<file path="src/rtl/lc3b_types.sv">
// Shared LC-3b memory-path types: CPU words, byte masks, cache-line pieces.
package lc3b_types;

  localparam int unsigned WORD_W   = 16;
  localparam int unsigned WMASK_W  = 2;
  localparam int unsigned LINE_W   = 128;
  localparam int unsigned TAG_W    = 12;
  localparam int unsigned OFFSET_W = 4;

  typedef logic [WORD_W-1:0]   lc3b_word;
  typedef logic [WMASK_W-1:0]  lc3b_mem_wmask;
  typedef logic [LINE_W-1:0]   lc3b_c_line;
  typedef logic [TAG_W-1:0]    lc3b_c_tag;
  typedef logic [OFFSET_W-1:0] lc3b_c_offset;

endpackage

</file>
<file path="src/rtl/data_extract.sv">
// Combinational byte-lane selection of one CPU word out of a 16-byte line.
module data_extract
  import lc3b_types::*;
(
  input  lc3b_c_line    i_line,
  input  lc3b_c_offset  i_offset,
  input  lc3b_mem_wmask i_mask,
  output lc3b_word      o_word_c
);

  lc3b_c_offset w_hi_offset;
  logic [7:0]   w_lo_byte;
  logic [7:0]   w_hi_byte;

  assign w_hi_offset = 4'(i_offset + 4'd1);
  assign w_lo_byte   = i_line[{i_offset, 3'b000} +: 8];
  // Upper byte would run past the end of the line at offset 15.
  assign w_hi_byte   = (i_offset == 4'hF) ? 8'h00 : i_line[{w_hi_offset, 3'b000} +: 8];

  always_comb begin
    o_word_c = 16'h0000;
    case (i_mask)
      2'b11:   o_word_c = {w_hi_byte, w_lo_byte};
      2'b01:   o_word_c = {8'h00, w_lo_byte};
      2'b10:   o_word_c = {w_lo_byte, 8'h00};
      default: o_word_c = 16'h0000;
    endcase
  end

endmodule

</file>
<file path="src/rtl/line_read_buffer.sv">
// Single-line read buffer in front of physical memory, with invalidation
// snooping from the write path.
module line_read_buffer
  import lc3b_types::*;
(
  input  logic          clk,
  input  logic          rst,
  input  lc3b_word      mem_address,
  input  logic          mem_read,
  input  lc3b_mem_wmask mem_byte_enable,
  output lc3b_word      mem_rdata,
  output logic          mem_resp,
  output lc3b_word      pmem_address,
  output logic          pmem_read,
  input  lc3b_c_line    pmem_rdata,
  input  logic          pmem_resp,
  input  logic          inval,
  input  lc3b_word      inval_address
);

  localparam logic [1:0] S_IDLE    = 2'd0;
  localparam logic [1:0] S_FETCH   = 2'd1;
  localparam logic [1:0] S_RESPOND = 2'd2;

  logic [1:0] r_state;
  logic       r_valid;
  lc3b_c_tag  r_tag;
  lc3b_c_line r_line;
  logic       r_kill;
  lc3b_word   r_mem_rdata;
  logic       r_mem_resp;
  logic       r_pmem_read;
  lc3b_word   r_pmem_address;

  logic [1:0] w_state_nxt;
  logic       w_valid_nxt;
  lc3b_c_tag  w_tag_nxt;
  lc3b_c_line w_line_nxt;
  logic       w_kill_nxt;
  lc3b_word   w_mem_rdata_nxt;
  logic       w_mem_resp_nxt;
  logic       w_pmem_read_nxt;
  lc3b_word   w_pmem_address_nxt;

  logic       w_inval_buf;
  logic       w_inval_fetch;
  logic       w_hit;
  lc3b_c_line w_src_line;
  lc3b_word   w_word;

  assign w_inval_buf   = inval && r_valid && (inval_address[15:4] == r_tag);
  assign w_inval_fetch = inval && (inval_address[15:4] == r_pmem_address[15:4]);
  // A same-cycle invalidate of the buffered line demotes a hit to a miss.
  assign w_hit         = r_valid && (mem_address[15:4] == r_tag) && !w_inval_buf;
  assign w_src_line    = (r_state == S_FETCH) ? pmem_rdata : r_line;

  data_extract u_extract (
    .i_line   (w_src_line),
    .i_offset (mem_address[3:0]),
    .i_mask   (mem_byte_enable),
    .o_word_c (w_word)
  );

  // Next-state and next-output logic.
  always_comb begin
    w_state_nxt        = r_state;
    w_valid_nxt        = r_valid;
    w_tag_nxt          = r_tag;
    w_line_nxt         = r_line;
    w_kill_nxt         = r_kill;
    w_mem_rdata_nxt    = r_mem_rdata;
    w_mem_resp_nxt     = 1'b0;
    w_pmem_read_nxt    = r_pmem_read;
    w_pmem_address_nxt = r_pmem_address;

    if (w_inval_buf) w_valid_nxt = 1'b0;

    case (r_state)
      S_IDLE: begin
        if (mem_read) begin
          if (w_hit) begin
            w_state_nxt     = S_RESPOND;
            w_mem_resp_nxt  = 1'b1;
            w_mem_rdata_nxt = w_word;
          end else begin
            w_state_nxt        = S_FETCH;
            w_pmem_read_nxt    = 1'b1;
            w_pmem_address_nxt = {mem_address[15:4], 4'h0};
            w_kill_nxt         = 1'b0;
          end
        end
      end
      S_FETCH: begin
        if (w_inval_fetch) w_kill_nxt = 1'b1;
        if (pmem_resp) begin
          // Data is still returned, but an invalidate seen during the fetch
          // leaves the freshly loaded line marked invalid.
          w_state_nxt     = S_RESPOND;
          w_mem_resp_nxt  = 1'b1;
          w_pmem_read_nxt = 1'b0;
          w_line_nxt      = pmem_rdata;
          w_tag_nxt       = r_pmem_address[15:4];
          w_valid_nxt     = !(r_kill || w_inval_fetch);
          w_mem_rdata_nxt = w_word;
          w_kill_nxt      = 1'b0;
        end
      end
      S_RESPOND: w_state_nxt = S_IDLE;
      default:   w_state_nxt = S_IDLE;
    endcase
  end

  always_ff @(posedge clk) begin
    if (rst) begin
      r_state        <= S_IDLE;
      r_valid        <= 1'b0;
      r_tag          <= '0;
      r_line         <= '0;
      r_kill         <= 1'b0;
      r_mem_rdata    <= '0;
      r_mem_resp     <= 1'b0;
      r_pmem_read    <= 1'b0;
      r_pmem_address <= '0;
    end else begin
      r_state        <= w_state_nxt;
      r_valid        <= w_valid_nxt;
      r_tag          <= w_tag_nxt;
      r_line         <= w_line_nxt;
      r_kill         <= w_kill_nxt;
      r_mem_rdata    <= w_mem_rdata_nxt;
      r_mem_resp     <= w_mem_resp_nxt;
      r_pmem_read    <= w_pmem_read_nxt;
      r_pmem_address <= w_pmem_address_nxt;
    end
  end

  assign mem_rdata    = r_mem_rdata;
  assign mem_resp     = r_mem_resp;
  assign pmem_address = r_pmem_address;
  assign pmem_read    = r_pmem_read;

endmodule
</file>
<file path="config.mk">
export PLATFORM = sky130hd
export DESIGN_NAME = line_read_buffer
export DESIGN_NICKNAME = d
export VERILOG_FILES = /design/src/rtl/lc3b_types.sv /design/src/rtl/data_extract.sv /design/src/rtl/line_read_buffer.sv
export SDC_FILE = /design/constraint.sdc
export NUM_CORES = 1
export LEC_CHECK = 0
export CELL_PAD_IN_SITES_DETAIL_PLACEMENT = 1
export CELL_PAD_IN_SITES_GLOBAL_PLACEMENT = 1
export CORE_ASPECT_RATIO = 0.8
export CORE_MARGIN = 4
export CORE_UTILIZATION = 42
export DETAILED_ROUTE_END_ITERATION = 16
export PLACE_DENSITY = 0.88
export SLEW_MARGIN = 20
export SYNTH_ARGS = -nofsm -noshare
export SYNTH_HDL_FRONTEND = slang
export SYNTH_SLANG_ARGS = --single-unit
</file>
<file path="constraint.sdc">
create_clock -name clk -period 5 [get_ports clk]
set_input_delay 1 -clock clk [delete_from_list [all_inputs] [get_ports clk]]
set_output_delay 1 -clock clk [all_outputs]
set_load 0.01 [all_outputs]
</file>
==> run summary, run 1 <==
Buffers & Inverters on Critical Path = 2
Peak VDD IR = 0.205 mV
Clock Latency Late Sink = 440 ps
critical path class = in2reg
endpoint class of the critical path = flop
register bit count reported by yosys = 174
status = complete, no violations
maxcap violations = 0
CTS tree = yes
CP startpoint kind = primary input
count leader, synth = nand2_1
largest net degree at the start of global routing = 143
Overall Power = 3.71 mW
first-pass GRT wire length = 57.4 mm
top cells by count, synth = nand2_1 (329), dfxtp_1 (174), a21oi_1 (161)
number of CTS-inserted buffers = 17
Mean Syn Cell Area = 8.43 µm²
initial antenna violation count = 3
relative slew slack = 0.336
Min-Delay Path Class = reg2reg
Distinct cells, synth = 66
delay-heaviest family, CP = simple AND/OR/NAND/NOR gates
asr flop ratio synth = 0
total grt overflow = 0
Die Ht = 147 µm
slowest CP cell = ha_1
vias per cell = 6.00
remaining antenna violation count after routing = 0
CP peak stage delay = 580 ps
vias in the first global route = 10156
Max Transition Viols Final = 0
worst hold path endpoint = r_line[2]
sequential share of the synthesized area = 0.343
Fill cells = 2788
reg2reg path depth = 8
Worst Path Max Fanout = 15
CP cell instances = clkdlybuf4s50_1, ha_1, and2_1, nand2_1, buf_4, o22ai_1, a2111oi_1, nor2_1, a221o_1
Worst R2R Setup Slack = 1460 ps
clk sinks = 174
Fin Setup TNS = 0 ps
RSZ-0062 raised after global routing = false
dpl hpwl = 27.4 mm
CTS-repair resized insts = 0
Worst EP arrival = 3930 ps
Clock Tree Root = clkbuf_16
Top FF cell, synth = dfxtp_1
Hold Vio Cnt, Final = 0
Post-Syn Instances = 1206
post-synth top area cell = dfxtp_1
post-synth top area share = 0.343
Die Wd = 182 µm
DR pass1 iterations = 6
Final period util = 0.722
share of layout cells above drive strength 1 = 0.0752
hold_buf cts = 0
gpl congestion = 0.903
final wirelength = 37.8 mm
Post-synth EDFFs = 0
CP required = 5320 ps
core area = 23600 µm²
# DRC = 0
die area = 26800 µm²
Initial Util = 0.431
num ports = 201
Max Root-Sink Buffers = 2
Pwr Density = 294 nW/µm²
worst hold start = r_line[2]
post-route minimum period = 3610 ps
ranking of synthesized cells by area = dfxtp_1 (34%), mux2i_1 (14%), nand2_1 (12%)
Post-Syn Area = 10200 µm²
nets@finish = 1513
gr usage total = 0.271
WL/cell = 22.6 µm
worst r2r dst = mem_rdata[11]
Via Count = 10031
endpoints failing setup = 0
count of buffers from port buffering = 192
Worst-path clk slew = 60 ps
postcts setup bufs = 0
Leakage Power = 4.29 nW
worst slew pin tran = 995 ps
Post-DP Area = 12100 µm²
finished layout cell area = 12600 µm²
H-tree Lvls = 4
Synth Warn # = 0
# rows = 50
Initial DRC Count = 822
Achievable Freq = 277 MHz
Worst R2R Start = r_state[0]
WHS Path Cells = 2
Post-Route Skew = 12.6 ps
Layout area overhead = 24.3%
[worst max-delay path by stage]
stage | startpoint | endpoint | slack (ps) | depth (start not counted)
final | mem_address[1] | mem_rdata[11] | 1390 | 9
after global placement | mem_address[1] | mem_rdata[11] | 1040 | 9
after detailed placement | mem_address[1] | mem_rdata[11] | 1020 | 9
after global routing | mem_address[1] | mem_rdata[11] | 1330 | 9
after floorplan | mem_address[0] | mem_rdata[13] | 2170 | 10
after CTS | mem_address[1] | mem_rdata[11] | 1460 | 9
[per-layer routing]
layer / vias to the layer above / share of wire / GRT usage
li1: 4560 / - / -
met1: 4950 / 0.44 / 0.369
met2: 433 / 0.45 / 0.423
met3: 86 / 0.083 / 0.0683
met4: 2 / 0.028 / 0.0874
met5: - / 0.00034 / 0
[where the power goes]
group,leakage [nW],switching (mW),internal (mW)
Clock,0.272,0.601,0.728
Combinational,2.60,0.493,0.390
Sequential,1.41,0.0494,1.45
Total,4.29,1.14,2.57
[cell families after synthesis]
group	count (synthesis)	synth area share
simple gates	419	0.172
compound gates	297	0.178
flops	174	0.343
mux	171	0.207
buf+inv	104	0.0647
xor+xnor	39	0.0336
fa+ha+maj	1	0.00123
other cells	1	0.000369
[metrics by stage]
stage	instances	hold slack, ps	utilization	worst slack (ps)
2_1_floorplan	1209	436	-	2170
3_3_place_gp	1638	440	0.511	1040
3_5_place_dp	1638	447	0.511	1020
4_1_cts	1669	457	0.536	1460
5_1_grt	1671	469	0.536	1330
6_report	1671	455	0.536	1390
[worst reg2reg max path: cells and delay by family (launching register included)]
| family | cells | cell delay, ps |
|---|---|---|
| DFF | 1 | 560 |
| muxes | 2 | 760 |
| AOI/OAI and AO/OA | 2 | 640 |
| buffers and inverters | 1 | 420 |
| and+or+nand+nor | 3 | 1020 |
[sequential cells by signal (all words and copies together), names as in the netlist]
signal	cells
mem_rdata	16
pmem_address	12
r_state	2
mem_resp	1
r_kill	1
pmem_read	1
r_valid	1
r_tag	12
r_line	128
[cell type report]
type | count | area, µm² | area share
Multi-Input combinational cell | 931 | 6060 | 0.479
Clock inverter | 11 | 105 | 0.00832
Sequential cell | 174 | 3480 | 0.276
Timing Repair Buffer | 217 | 2110 | 0.167
Antenna cell | 2 | 5.00 | 0.000396
Inverter | 4 | 15.0 | 0.00119
Tap cell | 312 | 390 | 0.0309
Clock buffer | 20 | 467 | 0.0369
[cells in the final DEF, fill, tap and decap left out, types with 16 or more instances in the layout]
master,synthesis,final
nand2_1,329,328
clkdlybuf4s50_1,0,190
dfxtp_1,174,174
a21oi_1,161,161
mux2i_1,143,143
xnor2_1,38,38
a22oi_1,37,37
buf_4,5,25
nor2_1,24,23
o22ai_1,19,19
mux4_2,17,17
clkbuf_16,0,17
nand3_1,16,16
No activity file was read; power rests on OpenSTA's default activity.
==> inputs of run 2 (changes only) <==
- CORE_UTILIZATION: 42 -> 39
- PLACE_DENSITY: 0.88 -> 0.83
- clock period: 5 -> 3.6 ns (I/O delays scaled with it)
==> run 2 against run 1 <==
Against the previous run: cell count up 2.9%; combinational power up 42%; hold slack better by 1.2 ps; critical endpoint is now mem_rdata[8].
==> run summary, run 2 (synthesized netlist as in run 1, its figures left out) <==
Die Ht = 152 µm
first-pass GRT wire length = 57.5 mm
initial antenna violation count = 4
worst r2r dst = mem_rdata[11]
Worst EP arrival = 3460 ps
final wirelength = 37.6 mm
M1 wire length = 16.9 mm
Met3 Routed Length = 2.80 mm
Fill cells = 3018
Post-Route Skew = 10.4 ps
routed wl met2 = 16.9 mm
Worst-path clk slew = 70 ps
clk sinks = 174
gr usage total = 0.251
Max Used Layer = met5
worst hold path endpoint = r_line[112]
worst hold start = r_line[112]
Layout area overhead = 26.1%
critical path class = in2reg
Worst R2R Setup Slack = 750 ps
dpl ws = 155 ps
share of layout cells above drive strength 1 = 0.0798
status = complete, no violations
Final Worst Setup Slack = 490 ps
commonest non-fill, non-tap cell in the layout = nand2_1
gpl congestion = 0.923
CP required = 3950 ps
Max Transition Viols Final = 0
WHS Path Cells = 2
dpl hpwl = 27.9 mm
endpoint class of the critical path = flop
CTS tree = yes
relative slew slack = 0.220
H-tree Lvls = 4
core area = 25500 µm²
maxcap violations = 0
Final period util = 0.864
hold_buf cts = 0
Achievable Freq = 322 MHz
Initial DRC Count = 931
Post-DP Area = 12300 µm²
Storage cell area = 3480 µm²
Initial Util = 0.399
Die Wd = 189 µm
DR pass1 iterations = 5
Multi-input gate area = 6050 µm²
Fin Setup TNS = 0 ps
count of buffers from port buffering = 192
Hold Vio Cnt, Final = 0
worst slew pin tran = 1170 ps
CTS-repair resized insts = 0
Worst R2R Start = r_state[1]
WL/cell = 21.8 µm
most flop-heavy register = r_line
CP startpoint kind = primary input
most frequent cells in the layout = nand2_1 (328), clkdlybuf4s50_1 (190), dfxtp_1 (174)
Pwr Density = 404 nW/µm²
Via Count = 9940
number of CTS-inserted buffers = 17
Max Root-Sink Buffers = 2
Peak VDD IR = 0.361 mV
reg2reg path depth = 8
num ports = 201
Clock Tree Root = clkbuf_16
Worst Path Max Fanout = 8
Clock Latency Late Sink = 440 ps
max reg flops = 128
nets@finish = 1521
RSZ-0062 raised after global routing = false
vias per cell = 5.78
total grt overflow = 0
endpoints failing setup = 0
Leakage Power = 4.35 nW
vias in the first global route = 10001
finished layout cell area = 12800 µm²
die area = 28700 µm²
remaining antenna violation count after routing = 0
# rows = 52
# DRC = 0
Min-Delay Path Class = reg2reg
post-route minimum period = 3110 ps
largest net degree at the start of global routing = 75
postcts setup bufs = 0
## run 2: worst max-delay path: stages
cell and delay [ps]:
clkdlybuf4s50_1 430, xnor2_1 270, nand4_1 140, nor3_1 380, a31oi_2 220, nor3_1 930, nand3_1 180, o211ai_1 180
## run 2: per-layer routing
metal	GRT usage	vias up
met5	0	-
met4	0.0638	2
met3	0.0598	61
met2	0.389	442
met1	0.355	4853
li1	-	4582
## run 2: through the flow
step           hold slack [ps]  utilization  power (mW)  cells
2_1_floorplan              436            -        2.85   1209
3_3_place_gp               441        0.480        3.30   1685
3_5_place_dp               448        0.480        3.35   1685
4_1_cts                    457        0.502        5.18   1717
5_1_grt                    476        0.503        5.37   1720
6_report                   456        0.503        5.18   1720
## run 2: area by class of cell
type	count	share of cell area
multi-input cells	931	0.472
flip-flops and latches	174	0.272
repair buffers	225	0.176
well taps	351	0.0343
clock buffers	19	0.0338
clock inverters	13	0.0101
inverters	4	0.00117
diodes	3	0.000586
## run 2: worst max path at each step
stage,from,end,slack [ps],cells past startpoint
after floorplan,mem_address[0],mem_rdata[13],1050,10
after global placement,mem_address[6],mem_rdata[14],260,8
after detailed placement,mem_address[6],mem_rdata[12],160,8
after CTS,mem_address[6],mem_rdata[8],600,8
after global routing,mem_address[5],mem_rdata[13],330,8
final,mem_address[5],mem_rdata[8],490,8
## run 2: where the power goes
| part | internal (mW) | switching [mW] |
|---|---|---|
| Clock | 0.969 | 0.881 |
| Combinational | 0.564 | 0.686 |
| Sequential | 2.02 | 0.0649 |
| Total | 3.55 | 1.63 |
==> inputs of run 3 (changes only) <==
- CORE_MARGIN: 4 -> unset
- CORE_UTILIZATION: 39 -> 48
- DONT_BUFFER_PORTS: unset -> 1
- HOLD_SLACK_MARGIN: unset -> 0.02
==> run 3 against run 2 <==
Against the previous run: register-to-register slack worse by 160 ps; clock skew is 3.2 ps lower; setup slack better by 97 ps; sequential power hardly changed; core utilization is 1.2 points higher; clock power is 3% lower; critical endpoint is now mem_rdata[14]; largest power group unchanged.
==> run summary, run 3 (synthesized netlist as in run 1, its figures left out) <==
largest net degree at the start of global routing = 163
Max Transition Viols Final = 0
# rows = 47
die area = 21800 µm²
# DRC = 0
Worst R2R Start = r_state[1]
worst hold path endpoint = r_line[68]
Final period util = 0.837
endpoints failing setup = 0
maxcap violations = 0
vias per cell = 6.34
final wirelength = 33.6 mm
Clock Latency Late Sink = 440 ps
worst r2r dst = mem_rdata[14]
gr usage total = 0.309
Achievable Freq = 332 MHz
slowest CP cell = nor2b_4
CP peak stage delay = 570 ps
remaining antenna violation count after routing = 0
postcts setup bufs = 0
status = complete, no violations
number of CTS-inserted buffers = 17
hold_buf cts = 0
reg2reg path depth = 7
Max Root-Sink Buffers = 2
Initial DRC Count = 842
dpl hpwl = 23.8 mm
initial antenna violation count = 0
Leakage Power = 3.55 nW
critical path class = reg2reg
H-tree Lvls = 4
Layout area overhead = 4.76%
CTS-repair resized insts = 0
RSZ-0062 raised after global routing = false
Peak VDD IR = 0.249 mV
Worst EP arrival = 3380 ps
vias in the first global route = 9130
core area = 20700 µm²
worst slew pin tran = 1100 ps
Initial Util = 0.491
Fin Setup TNS = 0 ps
num ports = 201
Post-Route Skew = 7.18 ps
max reg flops = 128
relative slew slack = 0.259
Via Count = 9079
n_diodes = 0
worst hold start = rst
Worst-path clk slew = 70 ps
Worst R2R Setup Slack = 590 ps
Hold Vio Cnt, Final = 0
Pwr Density = 449 nW/µm²
Die Wd = 165 µm
nets@finish = 1319
DR pass1 iterations = 8
WL/cell = 23.5 µm
commonest non-fill, non-tap cell in the layout = nand2_1
Worst Path Max Fanout = 63
first-pass GRT wire length = 51.3 mm
clk sinks = 174
count of buffers from port buffering = 0
CP startpoint kind = flop
gpl congestion = 0.897
CP required = 3960 ps
most flop-heavy register = r_line
most frequent cells in the layout = nand2_1 (328), dfxtp_1 (174), a21oi_1 (161)
Min-Delay Path Class = in2reg
post-route minimum period = 3010 ps
CP cell instances = nor2b_4, buf_12, mux2i_1, a22oi_1, a21oi_1, or4_4, o211ai_2
Clock Tree Root = clkbuf_16
Overall Power = 4.79 mW
CTS tree = yes
endpoint class of the critical path = flop
WHS Path Cells = 1
total grt overflow = 0
Die Ht = 132 µm
share of layout cells above drive strength 1 = 0.0816
-- run 3: per-stage QoR --
| step | hold slack [ps] | utilization | instance area (µm²) | setup WS [ps] | cells |
|---|---|---|---|---|---|
| after floorplan | 436 | - | 10200 | 1050 | 1209 |
| final | 360 | 0.515 | 10700 | 586 | 1433 |
| after CTS | 349 | 0.515 | 10700 | 622 | 1433 |
| after detailed placement | 443 | 0.488 | 10100 | 489 | 1401 |
| after global placement | 435 | 0.488 | 10100 | 615 | 1401 |
| after global routing | 350 | 0.515 | 10700 | 439 | 1433 |
-- run 3: final cells by class --
class | instances | area (µm²)
Fill cell | 2481 | 10000
Clock buffer | 23 | 468
Timing Repair Buffer | 23 | 210
Multi-Input combinational cell | 931 | 6050
Tap cell | 269 | 337
Inverter | 4 | 15.0
Sequential cell | 174 | 3480
Clock inverter | 9 | 86.3
-- run 3: where the power goes --
group	internal, mW	switching [mW]	total [mW]	leakage [nW]
Sequential	2.02	0.0714	2.09	1.41
Combinational	0.367	0.533	0.900	1.87
Clock	0.990	0.807	1.80	0.268
Total	3.38	1.41	4.79	3.55
-- run 3: how the worst max path moves through the flow --
stage                               end  slack (ps)      startpoint  cells past startpoint
final                     mem_rdata[14]         590      r_state[1]                      7
after CTS                 mem_rdata[14]         620      r_state[1]                      7
after floorplan           mem_rdata[13]        1050  mem_address[0]                     10
after detailed placement  mem_rdata[14]         490  mem_address[6]                      7
after global placement    mem_rdata[14]         610  mem_address[6]                      7
after global routing      mem_rdata[11]         440      r_state[1]                      7
-- run 3: layer usage --
layer / share of wire / vias up / GRT usage
li1: - / 4173 / -
met1: 0.42 / 4469 / 0.398
met2: 0.45 / 382 / 0.475
met3: 0.12 / 53 / 0.124
met4: 0.019 / 2 / 0.0851
met5: 0.0014 / - / 0.0182
-- run 3: worst max-delay path, delay by kind of cell (launching register included) --
family / cells / cell delay (ps)
AOI/OAI and AO/OA: 3 / 550
buffers and inverters: 1 / 430
DFF: 1 / 420
muxes: 1 / 300
and+or+nand+nor: 2 / 1140
==> edit: new RTL, flow settings as in run 3 <==
The output `mem_resp` loses its register stage (`r_mem_resp` becomes a continuous assignment).
--- a/src/rtl/line_read_buffer.sv
+++ b/src/rtl/line_read_buffer.sv
@@ -119,5 +119,4 @@
       r_kill         <= 1'b0;
       r_mem_rdata    <= '0;
-      r_mem_resp     <= 1'b0;
       r_pmem_read    <= 1'b0;
       r_pmem_address <= '0;
@@ -129,9 +128,10 @@
       r_kill         <= w_kill_nxt;
       r_mem_rdata    <= w_mem_rdata_nxt;
-      r_mem_resp     <= w_mem_resp_nxt;
       r_pmem_read    <= w_pmem_read_nxt;
       r_pmem_address <= w_pmem_address_nxt;
     end
   end
+
+  assign r_mem_resp = w_mem_resp_nxt;
 
   assign mem_rdata    = r_mem_rdata;
Formal check against the unedited RTL: not equivalent (a bounded check fails within 4 cycles, from zero or initial values and one cycle with rst high).
==> edit against run 3 <==
  * Critical path depth grew 1
  * Largest power group unchanged
  * First-iteration DRC count down 24%
  * Worst setup slack worse by 0.074 ns
  * Non-clock buffer count down 4
  * Sequential cell count fell by 1
  * Worst hold slack worse by 0.020 ns
  * Global-route usage fell by 1.3 points
  * Total power is 2.7% lower
  * Via count down 6.7%
  * Cell area up 0.16%
  * Routed wire length fell by 6.7%
  * Die area fell by 0.80%
  * Synthesized area decreased by 0.81%
==> edit: results (changes against run 3) <==
status = complete, no violations (unchanged)
crit path DAT = 3.42 ns (was 3.38 ns)
critical path's top delay family = simple AND/OR/NAND/NOR gates (unchanged)
Total GRT Usage = 0.2961 (was 0.3094)
Detail Placement HPWL = 22,640 µm (was 23,810 µm)
register area share after synthesis = 0.3435 (was 0.3426)
GPL Wtd Cong = 0.8896 (was 0.8965)
Worst Skew = 0.01332 ns (was 0.007179 ns)
Clock Tree Buf Depth = 2 (unchanged)
routed wire length = 31,360 µm (was 33,600 µm)
Placed Instances = 1,327 (was 1,401)
Avg Cell Area, Syn = 8.915 µm² (was 8.430 µm²)
Fillers = 2,428 (was 2,481)
Storage cell area = 3463 µm² (was 3483 µm²)
placed cell area = 10,100 µm² (about the same)
crit-path max cell delay = 0.61 ns (was 0.57 ns)
critical path fanouts, max = 44 (was 63)
via count = 8,473 (was 9,079)
slowest cell on the critical path = nor4_1 (was nor2b_4)
complex-gate fraction of the synthesized area = 0.1186 (was 0.1782)
vias in the first global route = 8,669 (was 9,130)
r2r worst-path depth = 8 (was 7)
first-pass GRT wire length = 48,560 µm (was 51,340 µm)
DR pass1 iterations = 5 (was 8)
Yosys cell types = 46 (was 66)
top area cells in the synthesized netlist = dfxtp_1 34%, mux4_2 15%, mux2i_1 12% (was dfxtp_1 34%, mux2i_1 14%, nand2_1 12%)
max FFs per register = 128 (unchanged)
largest net degree at the start of global routing = 172 (was 163)
slew of the pin with the lowest slew margin = 0.7306 ns (was 1.104 ns)
multiplexer share of the synthesized area = 0.2731 (was 0.2068)
Final nets = 1,245 (was 1,319)
post-synthesis xor/xnor area fraction = 0.03474 (was 0.03360)
leakage = 3.516 nW (was 3.549 nW)
worst vdd rail ir drop = 0.2411 mV (was 0.2486 mV)
Synth top cells by count = 318 x nand2_1, 173 x dfxtp_1, 147 x a21oi_1 (was 329 x nand2_1, 174 x dfxtp_1, 161 x a21oi_1)
initial DRC count = 637 (was 842)
Post-Layout Cell Count = 1,359 (was 1,433)
[edit: cell type report]
cell class,count,share of cell area
sequential,173,0.3247
clock buffer,19,0.04246
multi-input combinational,857,0.5694
timing repair buffer,19,0.01806
tap,269,0.03155
clock inverter,13,0.01067
inverter,9,0.003167
[edit: stage by stage]
step / hold WS [ns] / worst slack (ns)
4_1_cts: 0.3326 / 0.4735
3_5_place_dp: 0.4423 / 0.5025
5_1_grt: 0.3348 / 0.3276
2_1_floorplan: 0.4357 / 0.7638
6_report: 0.3402 / 0.5123
3_3_place_gp: 0.4345 / 0.5729
[edit: final timing paths]
check             slack (ns)       start               to
hold / removal          0.34         rst  pmem_address[8]
hold reg to reg         0.45  r_line[56]       r_line[56]
setup / recovery        0.51  r_state[0]    mem_rdata[15]
setup reg to reg        0.51  r_state[0]    mem_rdata[15]
[edit: cell families (layout without fill, tap and decap cells)]
kind of cell / after synthesis / in the layout
buffers and inverters: 104 / 60
XOR/XNOR: 40 / 40
flip-flops: 173 / 173
AO/OA/AOI/OAI: 205 / 205
adder cells (fa/ha/maj): 1 / 1
other: 1 / 4
multiplexers: 191 / 191
AND/OR/NAND/NOR: 416 / 416
[edit: where the power goes]
part | internal (mW) | switching [mW] | leakage, nW
sequential | 1.98 | 0.0570 | 1.40
clock | 0.991 | 0.829 | 0.280
combinational | 0.358 | 0.441 | 1.83
[edit: layer usage]
| metal | track usage | vias to the layer above | part of all wire |
|---|---|---|---|
| met3 | 0.09501 | 51 | 0.10 |
| met4 | 0.09979 | 0 | 0.025 |
| met2 | 0.4623 | 340 | 0.46 |
| met1 | 0.3845 | 4192 | 0.41 |
| li1 | - | 3890 | - |
| met5 | 0 | - | 0 |
